File: src/rtl/cve2_rf_load_scoreboard.sv
// Integer register file (x0 hard-wired to zero) with two combinational read
// ports, one writeback port and a single-outstanding-load scoreboard that
// raises per-port stall requests while a load destination is in flight.
module cve2_rf_load_scoreboard #(
  parameter bit RV32E = 1'b0,
  parameter bit WrFwd = 1'b1
) (
  input  logic        clk_i,
  input  logic        rst_i,
  input  logic [4:0]  raddr_a_i,
  output logic [31:0] rdata_a_o,
  input  logic [4:0]  raddr_b_i,
  output logic [31:0] rdata_b_o,
  input  logic [4:0]  waddr_i,
  input  logic [31:0] wdata_i,
  input  logic        we_i,
  input  logic        load_issue_i,
  input  logic [4:0]  load_rd_i,
  input  logic        load_done_i,
  input  logic        load_err_i,
  output logic        stall_a_o,
  output logic        stall_b_o,
  output logic        load_pending_o,
  output logic        proto_err_o
);

  typedef enum logic {
    IDLE    = 1'b0,
    PENDING = 1'b1
  } state_e;

  logic [31:0] regs_q [1:31];
  state_e      state_q, state_d;
  logic [4:0]  pend_rd_q, pend_rd_d;
  logic        proto_err_q, proto_err_d;
  logic        pend_q;
  logic        wr_en;

  // An erroring load clears the entry exactly like a good one; the error bit
  // only tells the core that no writeback will follow.
  logic        unused_load_err;
  assign unused_load_err = load_err_i;

  // Upper half of the address space does not exist in the embedded variant.
  function automatic logic addr_legal(input logic [4:0] addr);
    return !(RV32E && addr[4]);
  endfunction

  assign wr_en = we_i && (waddr_i != 5'd0) && addr_legal(waddr_i);

  // Architectural storage: x1..x31 flops, cleared on reset, written from writeback.
  always_ff @(posedge clk_i) begin
    if (rst_i) begin
      // NOTE: the register file is plain flops and must read as zero after
      // reset, so every entry is reset; a RAM-style array would not be.
      for (int i = 1; i < 32; i++) begin
        regs_q[i] <= '0;
      end
    end else if (wr_en) begin
      // NOTE: state is updated with non-blocking assignments so every flop
      // samples pre-edge values regardless of statement order.
      regs_q[waddr_i] <= wdata_i;
    end
  end

  // Read port A: zero for x0/illegal, then writeback forwarding, then storage.
  always_comb begin
    // NOTE: the default comes first so no path through the block leaves the
    // output unassigned, which would otherwise infer a latch.
    rdata_a_o = '0;
    if ((raddr_a_i != 5'd0) && addr_legal(raddr_a_i)) begin
      if (WrFwd && we_i && (waddr_i == raddr_a_i)) begin
        rdata_a_o = wdata_i;
      end else begin
        rdata_a_o = regs_q[raddr_a_i];
      end
    end
  end

  // Read port B: same priority as port A.
  always_comb begin
    rdata_b_o = '0;
    if ((raddr_b_i != 5'd0) && addr_legal(raddr_b_i)) begin
      if (WrFwd && we_i && (waddr_i == raddr_b_i)) begin
        rdata_b_o = wdata_i;
      end else begin
        rdata_b_o = regs_q[raddr_b_i];
      end
    end
  end

  // Scoreboard state register and sticky protocol error flag.
  always_ff @(posedge clk_i) begin
    if (rst_i) begin
      state_q     <= IDLE;
      pend_rd_q   <= '0;
      proto_err_q <= 1'b0;
    end else begin
      state_q     <= state_d;
      pend_rd_q   <= pend_rd_d;
      proto_err_q <= proto_err_d;
    end
  end

  // Scoreboard next state: track one load, flag overlapping issues and
  // completions that arrive with nothing outstanding.
  always_comb begin
    state_d     = state_q;
    pend_rd_d   = pend_rd_q;
    proto_err_d = proto_err_q;
    unique case (state_q)
      IDLE: begin
        if (load_done_i) begin
          proto_err_d = 1'b1;
        end
        if (load_issue_i) begin
          state_d   = PENDING;
          pend_rd_d = load_rd_i;
        end
      end
      PENDING: begin
        if (load_issue_i) begin
          // Back-to-back when the old load retires this cycle; otherwise a
          // second outstanding load, which the scoreboard cannot hold.
          pend_rd_d = load_rd_i;
          if (!load_done_i) begin
            proto_err_d = 1'b1;
          end
        end else if (load_done_i) begin
          state_d = IDLE;
        end
      end
      default: state_d = IDLE;
    endcase
  end

  assign pend_q         = (state_q == PENDING);
  assign load_pending_o = pend_q;
  assign proto_err_o    = proto_err_q;

  // With forwarding the completing writeback is visible this cycle, so the
  // completion cycle itself need not stall.
  assign stall_a_o = pend_q && (pend_rd_q == raddr_a_i) && (raddr_a_i != 5'd0)
                     && !(WrFwd && load_done_i);
  assign stall_b_o = pend_q && (pend_rd_q == raddr_b_i) && (raddr_b_i != 5'd0)
                     && !(WrFwd && load_done_i);

endmodule

File: config.mk
export PLATFORM = sky130hd
export DESIGN_NAME = cve2_rf_load_scoreboard
export DESIGN_NICKNAME = d
export VERILOG_FILES = /design/src/rtl/cve2_rf_load_scoreboard.sv
export SDC_FILE = /design/constraint.sdc
export NUM_CORES = 2
export LEC_CHECK = 0
export BUFFER_PORTS_ARGS = -buffer_cell sky130_fd_sc_hd__clkbuf_2
export CAP_MARGIN = 20
export CORE_ASPECT_RATIO = 0.75
export CORE_MARGIN = 5
export CORE_UTILIZATION = 53
export DETAILED_ROUTE_END_ITERATION = 16
export PLACE_DENSITY = 0.69
export SLEW_MARGIN = 30
export SYNTH_ARGS = -nofsm -noshare
export SYNTH_HDL_FRONTEND = slang
export SYNTH_SLANG_ARGS = --single-unit
export TNS_END_PERCENT = 1
File: constraint.sdc
create_clock -name clk_i -period 7.4 [get_ports clk_i]
set_input_delay 1.48 -clock clk_i [delete_from_list [all_inputs] [get_ports clk_i]]
set_output_delay 1.48 -clock clk_i [all_outputs]
set_load 0.1 [all_outputs]
==> reports/results.txt <==
FFs w/ async S/R, synth: 0%
CP max FO: 41
min Tclk post-route: 6.24 ns
Row Count: 102
DP HPWL: 114 mm
Clock power frac: 36.3%
Layout fillers: 7889
starting density of the core: 53.5%
Iteration-0 DRC Markers: 6855
Post-route DRC: 0
Final Setup Violations: 0
Pleak: 21.2 nW
clk_lat worst skew: 0.70 ns
Syn Area/Cell: 14.5 um^2
core area: 0.104 mm^2
VDD IR max: 0.278 mV
PwrDens: 235 mW/mm^2
Top FF cell, synth: edfxtp_1
FF/Latch Area: 0.0309 mm^2
worst setup margin: 1.16 ns
global-route wire length before repair: 278 mm
post-synth cell types: 54
fin crit share: 84.3%
Synth top area share: 55.5%
Total Die Area: 0.111 mm^2
CTS max path bufs: 3
area delta synth->final: 9.66%
CTS Hold Bufs: 0
Crit Path Category: input pin to primary output
Worst Path Required: 5.92 ns
Placed Area: 0.0575 mm^2
grt met2 use: 50.3%
Hold WC Path Type: flop to flop
Comb pwr share: 15.3%
critical path endpoint category: primary output
antenna violations before repair: 37
Slew Viols, Final: 0
Flop pwr share: 48.3%
Post-Syn Area: 0.0554 mm^2
Worst Tran Pin Value: 1.07 ns
H-Tree Level Count: 3
wire per inst: 37.8 um
vias in the first global route: 36200
Die Y: 290 um
Max Clock Freq: 160 MHz
ANT nets after route: 0
max cap viols: 0
GR peak layer: met2
Worst Path Arrival: 4.76 ns
met1 GRT Util: 49.5%
DR vias: 37400
first-pass iteration count of the detailed router: 6
setup_tns: 0 ns
internal power: 10.3 mW
sw frac: 27.7%
clock sink total: 1031
vias per cell: 7.09
multi-input logic area: 0.0230 mm^2
# IOs: 126
Mapped Cells: 3808
NetSw: 3.96 mW
final hold violation count: 0
share of cells above drive strength 1: 23.5%
CTS tree: done
cell taking the most area after synthesis: edfxtp_1
placed cells: 5083
largest net degree at the start of global routing: 73
largest cells by area after synthesis: edfxtp_1 (56%), mux4_2 (16%), and2_1 (11%)
design area: 0.0607 mm^2
Nets: 3839
run status: finished clean
synthesized flop and latch total: 1031
grt total ovfl: 0
Die W: 383 um
PortBufs: 124
Critical Path Source Type: input pin
Total Routing Usage GR: 35.5%
r2r setup slk: 6.50 ns
register area share after synthesis: 55.8%
final instance count without filler cells: 5279
EDFF count, synth: 1024
RSZ-0062 raised after global routing: no
cts repair resizes: 0
warnings from Yosys: 0
wirelength, routed: 200 mm
CTS Buf Count: 100
pre-CTS setup slack: 1.25 ns
met3 usage: 14.3%
Clock Tree Root: clkbuf_16
Reg clk slew, reported paths: 0.06 ns
clk_skew: 0.0000288 ns
post-CTS setup buffer count: 0
RePlAce Congestion: 0.870
Slew HR: 28.4%
state kept, by name, indices dropped and copies added, names as in the netlist:
register and flops:
regs_q 1024, proto_err_o 1, load_pending_o 1, pend_rd_q 5
power groups by stage:
stage	Combinational [mW]	Sequential, mW	Clock [mW]
floorplan	1.47	6.96	0
global placement	2.12	7.00	0
detailed placement	2.13	7.02	0
CTS	2.14	6.90	5.20
global route	2.23	6.93	5.44
finish	2.19	6.91	5.19
synth_stat cells (5+ instances only):
master,n
o211ai_1,15
dfxtp_1,7
a21oi_1,38
nand2b_1,6
a32o_1,32
a211oi_1,13
clkbuf_1,298
nor3_1,5
mux2_2,26
o21ai_0,61
a311oi_1,20
nor2_1,63
buf_6,18
buf_1,16
o221a_2,13
nand3_1,12
o22a_1,12
xnor2_1,18
a2111oi_0,13
buf_4,12
edfxtp_1,1024
mux4_2,389
a221o_1,9
o221ai_1,32
and2_1,995
mux2i_1,274
a31oi_1,17
nand2_1,59
or2_2,34
o22ai_1,46
buf_2,64
a22oi_1,83
a221oi_1,39
critical path, cell delays in order:
cell and delay (ns):
clkbuf_8 0.37, inv_1 0.08, buf_4 0.26, nand2_1 0.73
o22ai_1 0.23, a2111oi_0 0.75, o221a_2 0.42, buf_4 0.32
placed cells by master, fill, tap and decap left out, drive strengths merged, types with 9 or more instances in the layout:
| cell type | n |
|---|---|
| mux2i | 274 |
| a311oi | 20 |
| a2111oi | 13 |
| a21oi | 38 |
| a211oi | 13 |
| buf | 141 |
| nand2 | 59 |
| o221a | 14 |
| a31oi | 17 |
| and2 | 995 |
| nor2 | 63 |
| edfxtp | 1024 |
| o221ai | 32 |
| conb | 32 |
| mux2 | 26 |
| o21ai | 62 |
| clkbuf | 232 |
| a32o | 32 |
| a22oi | 83 |
| clkinv | 44 |
| o22a | 12 |
| a221o | 9 |
| nand3 | 12 |
| bufinv | 11 |
| mux4 | 389 |
| diode | 19 |
| o22ai | 46 |
| or2 | 34 |
| a221oi | 39 |
| o211ai | 15 |
| xnor2 | 18 |
routing by layer:
layer,wire (um),share of wire (%)
met1,72600,36
met4,8260,4.1
met5,85,0.043
met2,85500,43
met3,33400,17
logic make-up (layout without fill, tap and decap cells):
group,count (synthesis),in the layout,synth area share (%)
simple gates,1198,1198,13.0
flops,1031,1031,55.8
mux,689,689,21.3
compound gates,449,449,6.05
buf+inv,420,437,3.52
xor+xnor,20,20,0.316
other cells,1,51,0.00677
worst paths after layout:
kind,start,endpoint,depth (start not counted)
max,raddr_b_i[1],rdata_b_o[3],8
min,proto_err_o$_SDFFE_PP0P_,proto_err_o$_SDFFE_PP0P_,2
min reg2reg,proto_err_o$_SDFFE_PP0P_,proto_err_o$_SDFFE_PP0P_,2
max reg2reg,load_pending_o$_SDFF_PP0_,proto_err_o$_SDFFE_PP0P_,4
area by class of cell:
class | instances | share of cell area [%]
flip-flops and latches | 1031 | 50.9
well taps | 1404 | 2.89
clock buffers | 117 | 4.33
inverters | 4 | 0.0247
repair buffers | 256 | 3.05
clock inverters | 60 | 0.925
multi-input cells | 2388 | 37.8
diodes | 19 | 0.0783
per-stage QoR:
step	utilization (%)	total power [mW]	hold WS [ns]
floorplan	-	8.43	0.525
global route	58.6	14.6	0.563
CTS	58.6	14.2	0.537
finish	58.7	14.3	0.535
global placement	55.5	9.12	0.506
detailed placement	55.5	9.15	0.528
Power figures use the tool's default switching activity.
